[src/rtl/decode_queue.sv]
// decode_queue: RV32I/M decode stage feeding a DEPTH-entry elastic FIFO.
//
// Ports:
//   clk, rst_n       clock, asynchronous active-low reset
//   flush            synchronous discard of every buffered entry
//   in_valid/ready   fetch handshake; in_instr, in_pc carry the raw instruction
//   out_valid/ready  issue handshake; out_packet, out_pc, out_illegal show the head
//   count            current occupancy
//
// Optional feature: define RV32M_DECODE_EN to decode the RV32M multiply/divide ops.
// Without it, every OP with funct7=0000001 is flagged illegal.

package decode_queue_pkg;

    typedef enum logic [5:0] {
        ALU_OP_NOP,
        ALU_OP_ADD, ALU_OP_SUB, ALU_OP_SLL, ALU_OP_SLT, ALU_OP_SLTU,
        ALU_OP_XOR, ALU_OP_SRL, ALU_OP_SRA, ALU_OP_OR, ALU_OP_AND,
        ALU_OP_ADDI, ALU_OP_SLTI, ALU_OP_SLTIU, ALU_OP_XORI, ALU_OP_ORI,
        ALU_OP_ANDI, ALU_OP_SLLI, ALU_OP_SRLI, ALU_OP_SRAI,
        ALU_OP_LUI, ALU_OP_AUIPC, ALU_OP_JAL, ALU_OP_JALR,
        ALU_OP_BEQ, ALU_OP_BNE, ALU_OP_BLT, ALU_OP_BGE, ALU_OP_BLTU, ALU_OP_BGEU,
        ALU_OP_LB, ALU_OP_LH, ALU_OP_LW, ALU_OP_LBU, ALU_OP_LHU,
        ALU_OP_SB, ALU_OP_SH, ALU_OP_SW,
        ALU_OP_MUL, ALU_OP_MULH, ALU_OP_MULHSU, ALU_OP_MULHU,
        ALU_OP_DIV, ALU_OP_DIVU, ALU_OP_REM, ALU_OP_REMU
    } alu_op_e;

    typedef struct packed {
        logic [4:0]  rs1;
        logic [4:0]  rs2;
        logic [4:0]  rd;
        logic [31:0] imm32;
        alu_op_e     alu_op;
    } rv32_instr_packet_t;

    typedef struct packed {
        rv32_instr_packet_t packet;
        logic [31:0]        pc;
        logic               illegal;
    } dq_entry_t;

endpackage

module decode_queue
    import decode_queue_pkg::*;
#(
    parameter int unsigned DEPTH = 4  // power of two, >= 2
) (
    input  logic                         clk,
    input  logic                         rst_n,
    input  logic                         flush,
    input  logic                         in_valid,
    output logic                         in_ready,
    input  logic [31:0]                  in_instr,
    input  logic [31:0]                  in_pc,
    output logic                         out_valid,
    input  logic                         out_ready,
    output rv32_instr_packet_t           out_packet,
    output logic [31:0]                  out_pc,
    output logic                         out_illegal,
    output logic [$clog2(DEPTH+1)-1:0]   count
);

    localparam int unsigned PW = $clog2(DEPTH);
    localparam int unsigned CW = $clog2(DEPTH + 1);

    localparam logic [6:0] OPC_LOAD   = 7'b0000011;
    localparam logic [6:0] OPC_STORE  = 7'b0100011;
    localparam logic [6:0] OPC_BRANCH = 7'b1100011;
    localparam logic [6:0] OPC_JALR   = 7'b1100111;
    localparam logic [6:0] OPC_JAL    = 7'b1101111;
    localparam logic [6:0] OPC_OP_IMM = 7'b0010011;
    localparam logic [6:0] OPC_OP     = 7'b0110011;
    localparam logic [6:0] OPC_LUI    = 7'b0110111;
    localparam logic [6:0] OPC_AUIPC  = 7'b0010111;

    logic [6:0] opcode;
    logic [2:0] funct3;
    logic [6:0] funct7;
    logic [4:0] f_rs1, f_rs2, f_rd;
    logic [31:0] imm_i, imm_s, imm_b, imm_u, imm_j;

    assign opcode = in_instr[6:0];
    assign f_rd   = in_instr[11:7];
    assign funct3 = in_instr[14:12];
    assign f_rs1  = in_instr[19:15];
    assign f_rs2  = in_instr[24:20];
    assign funct7 = in_instr[31:25];

    assign imm_i = {{20{in_instr[31]}}, in_instr[31:20]};
    assign imm_s = {{20{in_instr[31]}}, in_instr[31:25], in_instr[11:7]};
    assign imm_b = {{19{in_instr[31]}}, in_instr[31], in_instr[7], in_instr[30:25],
                    in_instr[11:8], 1'b0};
    assign imm_u = {in_instr[31:12], 12'b0};
    assign imm_j = {{11{in_instr[31]}}, in_instr[31], in_instr[19:12], in_instr[20],
                    in_instr[30:21], 1'b0};

    rv32_instr_packet_t dec;
    logic               dec_illegal;

    // Combinational decode of the instruction currently offered by fetch.
    always_comb begin
        dec         = '0;
        dec.alu_op  = ALU_OP_NOP;
        dec_illegal = 1'b0;
        case (opcode)
            OPC_LUI:   begin dec.rd = f_rd; dec.imm32 = imm_u; dec.alu_op = ALU_OP_LUI;   end
            OPC_AUIPC: begin dec.rd = f_rd; dec.imm32 = imm_u; dec.alu_op = ALU_OP_AUIPC; end
            OPC_JAL:   begin dec.rd = f_rd; dec.imm32 = imm_j; dec.alu_op = ALU_OP_JAL;   end
            OPC_JALR: begin
                dec.rs1 = f_rs1; dec.rd = f_rd; dec.imm32 = imm_i; dec.alu_op = ALU_OP_JALR;
                dec_illegal = (funct3 != 3'b000);
            end
            OPC_LOAD: begin
                dec.rs1 = f_rs1; dec.rd = f_rd; dec.imm32 = imm_i;
                case (funct3)
                    3'b000:  dec.alu_op = ALU_OP_LB;
                    3'b001:  dec.alu_op = ALU_OP_LH;
                    3'b010:  dec.alu_op = ALU_OP_LW;
                    3'b100:  dec.alu_op = ALU_OP_LBU;
                    3'b101:  dec.alu_op = ALU_OP_LHU;
                    default: dec_illegal = 1'b1;
                endcase
            end
            OPC_STORE: begin
                dec.rs1 = f_rs1; dec.rs2 = f_rs2; dec.imm32 = imm_s;
                case (funct3)
                    3'b000:  dec.alu_op = ALU_OP_SB;
                    3'b001:  dec.alu_op = ALU_OP_SH;
                    3'b010:  dec.alu_op = ALU_OP_SW;
                    default: dec_illegal = 1'b1;
                endcase
            end
            OPC_BRANCH: begin
                dec.rs1 = f_rs1; dec.rs2 = f_rs2; dec.imm32 = imm_b;
                case (funct3)
                    3'b000:  dec.alu_op = ALU_OP_BEQ;
                    3'b001:  dec.alu_op = ALU_OP_BNE;
                    3'b100:  dec.alu_op = ALU_OP_BLT;
                    3'b101:  dec.alu_op = ALU_OP_BGE;
                    3'b110:  dec.alu_op = ALU_OP_BLTU;
                    3'b111:  dec.alu_op = ALU_OP_BGEU;
                    default: dec_illegal = 1'b1;
                endcase
            end
            OPC_OP_IMM: begin
                dec.rs1 = f_rs1; dec.rd = f_rd; dec.imm32 = imm_i;
                case (funct3)
                    3'b000: dec.alu_op = ALU_OP_ADDI;
                    3'b010: dec.alu_op = ALU_OP_SLTI;
                    3'b011: dec.alu_op = ALU_OP_SLTIU;
                    3'b100: dec.alu_op = ALU_OP_XORI;
                    3'b110: dec.alu_op = ALU_OP_ORI;
                    3'b111: dec.alu_op = ALU_OP_ANDI;
                    // Shifts carry only the 5-bit shift amount as immediate.
                    3'b001: begin
                        dec.imm32  = {27'b0, f_rs2};
                        dec.alu_op = ALU_OP_SLLI;
                        dec_illegal = (funct7 != 7'b0000000);
                    end
                    default: begin
                        dec.imm32 = {27'b0, f_rs2};
                        if (funct7 == 7'b0000000)      dec.alu_op = ALU_OP_SRLI;
                        else if (funct7 == 7'b0100000) dec.alu_op = ALU_OP_SRAI;
                        else                           dec_illegal = 1'b1;
                    end
                endcase
            end
            OPC_OP: begin
                dec.rs1 = f_rs1; dec.rs2 = f_rs2; dec.rd = f_rd;
                case ({funct7, funct3})
                    {7'b0000000, 3'b000}: dec.alu_op = ALU_OP_ADD;
                    {7'b0100000, 3'b000}: dec.alu_op = ALU_OP_SUB;
                    {7'b0000000, 3'b001}: dec.alu_op = ALU_OP_SLL;
                    {7'b0000000, 3'b010}: dec.alu_op = ALU_OP_SLT;
                    {7'b0000000, 3'b011}: dec.alu_op = ALU_OP_SLTU;
                    {7'b0000000, 3'b100}: dec.alu_op = ALU_OP_XOR;
                    {7'b0000000, 3'b101}: dec.alu_op = ALU_OP_SRL;
                    {7'b0100000, 3'b101}: dec.alu_op = ALU_OP_SRA;
                    {7'b0000000, 3'b110}: dec.alu_op = ALU_OP_OR;
                    {7'b0000000, 3'b111}: dec.alu_op = ALU_OP_AND;
`ifdef RV32M_DECODE_EN
                    {7'b0000001, 3'b000}: dec.alu_op = ALU_OP_MUL;
                    {7'b0000001, 3'b001}: dec.alu_op = ALU_OP_MULH;
                    {7'b0000001, 3'b010}: dec.alu_op = ALU_OP_MULHSU;
                    {7'b0000001, 3'b011}: dec.alu_op = ALU_OP_MULHU;
                    {7'b0000001, 3'b100}: dec.alu_op = ALU_OP_DIV;
                    {7'b0000001, 3'b101}: dec.alu_op = ALU_OP_DIVU;
                    {7'b0000001, 3'b110}: dec.alu_op = ALU_OP_REM;
                    {7'b0000001, 3'b111}: dec.alu_op = ALU_OP_REMU;
`endif
                    default: dec_illegal = 1'b1;
                endcase
            end
            default: dec_illegal = 1'b1;
        endcase
        // Illegal entries are queued as a clean NOP so issue can trap in order.
        if (dec_illegal) begin
            dec        = '0;
            dec.alu_op = ALU_OP_NOP;
        end
    end

    dq_entry_t       mem [DEPTH];
    logic [PW-1:0]   head, tail;
    logic            push, pop;

    assign in_ready  = (count < CW'(DEPTH)) && !flush;
    assign out_valid = (count != '0);
    assign push      = in_valid && in_ready;
    assign pop       = out_valid && out_ready && !flush;

    // Entry storage; occupancy tracking keeps stale slots invisible.
    always_ff @(posedge clk) begin
        if (push) begin
            mem[tail] <= '{packet: dec, pc: in_pc, illegal: dec_illegal};
        end
    end

    // Pointers and occupancy; flush wins over any handshake.
    always_ff @(posedge clk or negedge rst_n) begin
        if (!rst_n) begin
            head  <= '0;
            tail  <= '0;
            count <= '0;
        end else if (flush) begin
            head  <= '0;
            tail  <= '0;
            count <= '0;
        end else begin
            if (push) tail <= tail + PW'(1);
            if (pop)  head <= head + PW'(1);
            case ({push, pop})
                2'b10:   count <= count + CW'(1);
                2'b01:   count <= count - CW'(1);
                default: count <= count;
            endcase
        end
    end

    // Head view, forced to a zero NOP when the buffer is empty.
    always_comb begin
        out_packet        = '0;
        out_packet.alu_op = ALU_OP_NOP;
        out_pc            = '0;
        out_illegal       = 1'b0;
        if (out_valid) begin
            out_packet  = mem[head].packet;
            out_pc      = mem[head].pc;
            out_illegal = mem[head].illegal;
        end
    end

endmodule

[config.mk]
export PLATFORM = sky130hd
export DESIGN_NAME = decode_queue
export DESIGN_NICKNAME = d
export VERILOG_FILES = /design/src/rtl/decode_queue.sv
export SDC_FILE = /design/constraint.sdc
export NUM_CORES = 1
export LEC_CHECK = 0
export BUFFER_PORTS_ARGS = -buffer_cell sky130_fd_sc_hd__buf_4
export CAP_MARGIN = 10
export CORE_MARGIN = 2
export CORE_UTILIZATION = 60
export CTS_CLUSTER_DIAMETER = 80
export DETAILED_ROUTE_END_ITERATION = 12
export GPL_TIMING_DRIVEN = 0
export HOLD_SLACK_MARGIN = 0.12
export PLACE_DENSITY_LB_ADDON = 0.05
export SYNTH_ARGS = -nofsm -noshare
export SYNTH_HDL_FRONTEND = slang
export SYNTH_SLANG_ARGS = --single-unit
[constraint.sdc]
create_clock -name clk -period 6.2 [get_ports clk]
set_input_delay 1.24 -clock clk [delete_from_list [all_inputs] [get_ports clk]]
set_output_delay 1.24 -clock clk [all_outputs]
set_load 0.01 [all_outputs]
======== Yosys cells after proc, flatten, opt, wreduce, memory -nomap -nowiden ========
Memories as Yosys holds them, arrays and structs flattened.
Index checks and enable logic that the tools add are counted.
W data, S select, Z words.
word-level totals
  register bits after elaboration ......... 7
  memory bits (writable) .................. 344
  input port bits ......................... 69
  output and inout bits ................... 91
  logic and storage cells ................. 95
  memories ................................ 1
memory list
  memory  depth  width  read ports  clocked after Yosys merged registers in  write ports  RTL line  source
  mem     4      86     1           0                                        1            205       dq_entry_t mem [DEPTH];
operators by class
  $add $sub $neg .......................... 4
  $lt $le $gt $ge ......................... 1
  equality and inequality tests ........... 28
  mux-type cells .......................... 33
  reduce and logical (&&, ||, !) cells .... 25
operators by type and width
  kind                   number
  $pmux W32 S6           1
  $mux W53               2
  $mux W32               2
  $pmux W6 S9            1
  $eq A10 B3 Y1 const B  4
  $pmux W4 S10           1
  $pmux W5 S7            1
  $pmux W5 S6            1
  $pmux W6 S5            1
  $eq A7 B6 Y1 const B   4
  $mux W5                5
  $eq A7 B7 Y1 const B   3
  $eq A10 B2 Y1 const B  2
  $eq A10 B9 Y1 const B  2
  $pmux W6 S3            1
  $reduce_or A6 Y1       3
  $eq A7 B5 Y1 const B   2
  $eq A3 B3 Y1 const B   4
  $eq A10 B1 Y1 const B  1
  $logic_not A10 Y1      1
  $reduce_or A10 Y1      1
  $mux W1                9
  $reduce_bool A3 Y1     3
  $reduce_or A3 Y1       3
  other kinds (23)       33

======== Longest topological paths before layout ========
Gate-level depths: netlist (run 1).
  word-level depth ........................ 6
  gate-level depth with buffers ........... 8
  gate-level depth less buffers ........... 7

======== Worst setup path after synthesis (run 1) ========
Ideal clock, no wire load.
  path type ............................... input-to-reg
  start point ............................. in in_valid
  end point ............................... mem mem[0][0] (netlist name), enable pin
  setup time .............................. 0.454 ns
  arrival ................................. 3.811 ns
  required time ........................... 5.746 ns
  slack ................................... 1.934 ns
  stages .................................. 4
  buffers on the path ..................... 1
  cells stage by stage .................... nor2b_1 nor2b_1 clkbuf_1 and2_1
on the way
  longest elaborated chain between the ends .. 3
ends and longest elaborated chain
  what                           RTL line  source
  from (decl)                    53        input logic in_valid,
  $logic_and A1 B1 Y1            211       assign push = in_valid && in_ready;
  $mux W1                        216       if (push) begin
  $mux W1 (implied by the code)  217       mem[tail] <= '{packet: dec, pc: in_pc, illegal: dec_illegal};
  to (decl)                      205
Every way passes these cells.

==> results.md, run 1 <==
- Synth Flop Type: edfxtp_1
- Clock Path Buffers: 3
- Cells after synthesis: 810
- Fin. max-slew vios: 0
- Final Setup Violations: 0
- Flops & latches, synth: 351
- Clock transition at path regs: 0.06 ns
- Synth top area share: 70.7%
- Overall Power: 6.48 mW
- Max-slew headroom: 37.2%
- Final Cycle Share: 71.0%
- Total Nets Final: 1080
- Final instance area: 17300 um^2
- Synth area leaders: edfxtp_1 (71%), mux4_2 (13%), and2_1 (4.4%)
- Crit Path Max Fanout: 10
- Vias in the first global route: 8483
- H-tree depth: 2
- Async SR Flop Fraction: 1.99%
- GRT Overall Usage: 25.3%
- Post-CTS Hold Fix Bufs: 0
- Most frequent cell after synthesis: edfxtp_1
- Initial antenna violation count: 0
- TritonCTS clock tree: yes
- Routed WL: 31900 um
- Largest net degree at the start of global routing: 59
- Initial Util: 60.6%
- Die height: 160 um
- Leakage: 5.79 nW
- Num CTS Buffers: 35
- Antenna Cells: 0
- Row count: 57
- Min Tclk post-route: 4.40 ns
- Worst slew pin tran: 0.942 ns
- Worst setup EP type: output port
- CP required: 4.96 ns
- Io pins: 160
- Footprint of the multi-input gates: 3860 um^2
- R2R Path Start: count[1]
- Post-CTS Resized: 0
- Vias per inst: 6.03
- Post-synthesis sequential area ratio: 71.9%
- Critical Path Source Type: register
- Syn Nets: 884
- Routability cong.: 0.912
- CTS sink cnt: 351
- Placed insts: 1293
- Via Count: 8173
- Pwr Density: 374 nW/um^2
- Max-cap violation count: 0
- DP HPWL: 21100 um
- Remaining antenna violation count: 0
- Area post-placement: 16300 um^2
- Post-synth top cells: edfxtp_1 (344), and2_1 (103), mux4_2 (86), clkbuf_1 (34), nand2_1 (33)
- Root Driver: clkbuf_16
- First-pass GRT wire length: 49200 um
- Final Non-Filler Cells: 1355
- Clock latency on the worst-skew pair: 0.50 ns
- Setup TNS Final: 0 ns
- Hold Path Class: in2async
- CP arrival: 3.16 ns
- DRT iter0 DRCs: 803
- Core area: 24100 um^2
- Area delta synth->final: 18.6%
- FF+latch area: 10500 um^2
- Post-Syn Area: 14600 um^2
- Yosys Warn Count: 0
- Mean Syn Cell Area: 18.0 um^2
- Max Freq: 0.227 GHz
- Fin. Hold Viols: 0
- Die Wd: 160 um
- Status: complete, no violations
- Netlist cell types: 54
- Grt ovf: 0
- First-pass iteration count of the detailed router: 5
- Post-CTS setup buffer count: 0
- Wire per inst: 23.5 um
- Share of cells above drive strength 1: 30.6%
- CP Launch Point: head[1]
- Peak VDD IR: 301 uV
- Port Buffer Count: 155
- Critical path type: reg2out
- # fillers: 1526
- EDFF count, synth: 344
- Dominant cell type by area after synthesis: edfxtp_1
- Full die area: 25600 um^2
- Layout Skew: 0.0216 ns
- Drt drc: 0
- RSZ-0062 raised after global routing: false
state kept, by name, summed over array words and instances (netlist names):
signal	cells
tail	2
count	3
mem	344
head	2
final timing paths:
check	slack, ns	cells past startpoint	end
min in group clk	0.65	2	count[1]
max in group asynchronous	5.54	1	count[0]
worst min register to register	0.65	2	count[1]
worst max register to register	3.60	8	count[2]
worst min-delay path	0.54	1	head[1]
worst max-delay path	1.80	6	out_packet[17]
worst max-delay path: stages, from the launching register on:
cell and delay (ns):
dfrtp_1 0.32, clkbuf_1 0.37, clkbuf_1 0.63, clkbuf_1 0.58, mux4_2 0.44, and2_1 0.18, buf_4 0.14
through the flow:
step	util, %	hold slack, ns	worst slack (ns)
2_1_floorplan	-	0.562	1.93
3_3_place_gp	67.1	0.575	0.287
3_5_place_dp	67.6	0.626	2.33
4_1_cts	71.9	0.525	1.78
5_1_grt	71.9	0.534	1.71
6_report	71.9	0.536	1.80
placed cells by master, fill, tap and decap left out, types with 3 or more instances in the layout:
cell | synthesis | routed
clkinv_1 | 0 | 9
nor3_1 | 8 | 8
a22oi_1 | 6 | 6
nand2b_1 | 6 | 6
and2_1 | 103 | 99
nor4_1 | 5 | 5
xor2_1 | 4 | 4
clkbuf_16 | 0 | 35
a31oi_1 | 8 | 8
clkinv_2 | 0 | 5
and2_4 | 0 | 4
xnor2_1 | 3 | 3
edfxtp_1 | 344 | 344
nor2b_1 | 6 | 6
nand3_1 | 4 | 4
a21o_1 | 3 | 3
buf_4 | 0 | 155
nor2_1 | 20 | 20
buf_1 | 6 | 6
inv_1 | 7 | 7
ha_1 | 4 | 4
clkbuf_1 | 34 | 43
nand2_1 | 33 | 33
nor4bb_1 | 3 | 3
dfrtp_1 | 7 | 7
nand3b_1 | 4 | 4
buf_2 | 14 | 14
mux4_2 | 86 | 86
a21oi_1 | 32 | 32
buf_16 | 0 | 4
o21ai_0 | 11 | 11
and3_1 | 14 | 14
power by group:
| group | internal (mW) | total [mW] | switching, mW |
|---|---|---|---|
| clock network | 1.08 | 1.90 | 0.816 |
| registers | 2.73 | 2.77 | 0.0395 |
| logic | 0.895 | 1.81 | 0.913 |
area by class of cell:
class / count / area share [%]
multi-input combinational: 397 / 22.3
inverter: 8 / 0.173
clock inverter: 18 / 0.679
buffer: 54 / 1.27
timing repair buffer: 159 / 7.35
sequential: 351 / 60.6
clock buffer: 44 / 5.25
tap: 324 / 2.34
layer usage:
layer	vias to the layer above	GRT usage, %	part of all wire, %
met2	336	40.7	49
met1	4190	37.2	42
met3	43	3.79	7.0
met4	0	6.67	2.1
met5	-	0	0
li1	3604	-	-
cells by family after synthesis:
kind of cell	Yosys count	synth area share, %
adders and majority gates	5	0.480
xor gates and xnor gates	7	0.420
AOI/OAI and AO/OA	75	3.15
DFF	351	71.9
and+or+nand+nor	221	8.85
buffers and inverters	62	1.71
muxes	89	13.5
No activity file was read; power rests on OpenSTA's default activity.
==> inputs of run 2 (changes only) <==
CORE_UTILIZATION = 53   (was 60)
clock period = 3.75 ns   (was 6.2 ns; I/O delays follow)
==> results.md, run 2 (same netlist as run 1, synthesis figures left out) <==
- Status: complete, no violations
- Full die area: 28900 um^2 (+13%)
- Port Buffer Count: 155 (unchanged)
- Core area: 27000 um^2 (+12%)
- Max-cap violation count: 0 (unchanged)
- FF+latch area: 10500 um^2 (unchanged)
- Leakage: 5.88 nW (+1.5%)
- Clock Path Buffers: 3 (unchanged)
- R2R Path Start: count[2]
- Reg-to-reg endpoint: mem[2][69]
- Io pins: 160 (unchanged)
- Worst Hold Path EP: mem[0][21]
- R2r setup slk: 1.24 ns (-2.36 ns)
- Worst setup EP type: output port
- Grt ovf: 0 (unchanged)
- Clock power share: 31.9% (+2.6 points)
- RSZ-0062 raised after global routing: false
- NetSw: 2.97 mW (+68%)
- Share of cells above drive strength 1: 31.6% (+0.94 points)
- Row count: 60 (+5.3%)
- # fillers: 1986 (+30%)
- Num CTS Buffers: 38 (+8.6%)
- Clock latency on the worst-skew pair: 0.52 ns (+0.02 ns)
- First-pass iteration count of the detailed router: 7 (+2)
- Area delta synth->final: 19.9%
- H-tree depth: 2 (unchanged)
- GRT Overall Usage: 22.3% (-2.9 points)
- Worst slew pin tran: 0.900 ns (-0.0422 ns)
- Commonest non-fill, non-tap cell in the layout: edfxtp_1
- Overall Power: 11.1 mW (+71%)
- Hold Path Class: in2reg
- Final Cycle Share: 96.3%
- DP HPWL: 20100 um (-4.6%)
- CTS sink cnt: 351 (unchanged)
- Most frequent cells in the layout: edfxtp_1 (344), buf_4 (156), and2_1 (99), mux4_2 (86), clkbuf_16 (41)
- Critical path type: reg2out
- First-pass GRT wire length: 47900 um (-2.7%)
- Biggest regs: mem: 344 flops, count: 3 flops
- Drt drc: 0 (unchanged)
- Post-CTS setup buffer count: 0 (unchanged)
- Final Setup Violations: 0 (unchanged)
- Hold path start: in_pc[20]
- Root Driver: clkbuf_16
- Initial antenna violation count: 1 (+1)
- Area post-placement: 16300 um^2 (+0.13%)
- Die height: 170 um (+6.2%)
- Clock transition at path regs: 0.06 ns (about the same)
- Peak VDD IR: 382 uV (+27%)
- Via Count: 8042 (-1.6%)
- Crit Path Max Fanout: 10 (unchanged)
- Max-slew headroom: 40.0% (+2.8 points)
- Routed WL: 31400 um (-1.5%)
- Wire per inst: 22.9 um (-2.8%)
- Antenna Cells: 0 (unchanged)
- Remaining antenna violation count: 0 (unchanged)
- Cell internal pwr: 8.11 mW (+72%)
- Flip-flop count of the largest register after layout: 344 (unchanged)
- Initial Util: 54.1% (-6.5 points)
- Critical Path Source Type: register
- CP Launch Point: head[1]
- TritonCTS clock tree: yes
- Max Freq: 0.277 GHz
- Seq pwr share: 41.5% (-1.3 points)
- CP arrival: 2.86 ns (-0.30 ns)
- Layout Skew: 0.00709 ns (-0.0145 ns)
- Routability cong.: 0.920 (+0.87%)
- DRT iter0 DRCs: 709 (-12%)
- Vias in the first global route: 8167 (-3.7%)
- Min Tclk post-route: 3.61 ns
- Biggest register: mem
- Final instance area: 17500 um^2 (+1.1%)
- Hold path depth: 1
- Fin. Hold Viols: 0 (unchanged)
- Total Nets Final: 1082 (+0.19%)
- Die Wd: 170 um (+6.2%)
- Comb pwr share: 26.7% (-1.2 points)
- CP required: 3.00 ns (-1.96 ns)
- Largest net degree at the start of global routing: 52 (-12%)
- Net switching share of the total power: 26.8% (-0.47 points)
- Vias per inst: 5.86 (-2.9%)
- FF-to-FF path depth: 5 (-3)
- Fin. max-slew vios: 0 (unchanged)
- Footprint of the multi-input gates: 3860 um^2 (unchanged)
- Pwr Density: 633 nW/um^2 (+69%)
run 2: cell count changes in the layout (fill, tap and decap cells not counted), sizes merged:
cell | previous run | this run
clkinv | 15 | 12
clkinvlp | 0 | 2
clkbuf | 78 | 81
inv | 10 | 9
buf | 179 | 177
bufinv | 1 | 2
dlygate4sd3 | 0 | 1
run 2: stage by stage:
| stage | hold WS, ns | utilization (%) | instances | TNS (ns) | worst slack [ns] |
|---|---|---|---|---|---|
| 3_5_place_dp | 0.567 | 60.4 | 1310 | 0 | 0.370 |
| 3_3_place_gp | 0.567 | 60.0 | 1306 | -42.65 | -0.150 |
| 5_1_grt | 0.419 | 64.8 | 1373 | 0 | 0.00279 |
| 2_1_floorplan | 0.454 | - | 810 | 0 | 0.917 |
| 4_1_cts | 0.412 | 64.8 | 1375 | -0.646 | -0.0698 |
| 6_report | 0.426 | 64.8 | 1373 | 0 | 0.140 |
run 2: area by class of cell:
type	instances	share of cell area [%]
flip-flops and latches	351	60.0
multi-input cells	397	22.1
repair buffers	160	7.33
clock buffers	47	5.99
well taps	341	2.44
plain buffers	52	1.27
clock inverters	17	0.764
inverters	8	0.171
run 2: how the worst max path moves through the flow:
stage,end,slack (ns),cells past startpoint
floorplan,mem[0][0],0.92,4
global placement,mem[1][47],-0.15,5
detailed placement,out_packet[22],0.37,6
CTS,out_packet[48],-0.07,6
global route,out_packet[31],0.003,6
finish,out_packet[26],0.14,6
run 2: critical path: stages (launching register included):
cell and delay (ns):
dfrtp_1 0.32, clkbuf_1 0.32, clkbuf_2 0.40, buf_1 0.56, mux4_2 0.40, and2_1 0.20, buf_4 0.15
run 2: power by group through the flow:
stage	Clock, mW	Combinational (mW)	Sequential [mW]
after floorplan	0	1.72	4.66
after global placement	0	2.99	4.67
after detailed placement	0	3.03	4.66
after CTS	3.60	3.05	4.58
after global routing	3.75	3.22	4.61
final	3.53	2.96	4.60
run 2: what timing repair did:
| item | 4_1_cts | 5_1_grt |
|---|---|---|
| endpoints found under the setup margin | 39 | 36 |
| endpoints found under the hold margin | 7 | 0 |
| gates resized for setup | 3 | 7 |
| hold buffers | 1 | 0 |
run 2: routing by layer:
metal	wire, um	track usage, %
met5	0	1.22
met4	400	4.91
met3	2610	4.40
met2	15000	35.6
met1	13400	32.4
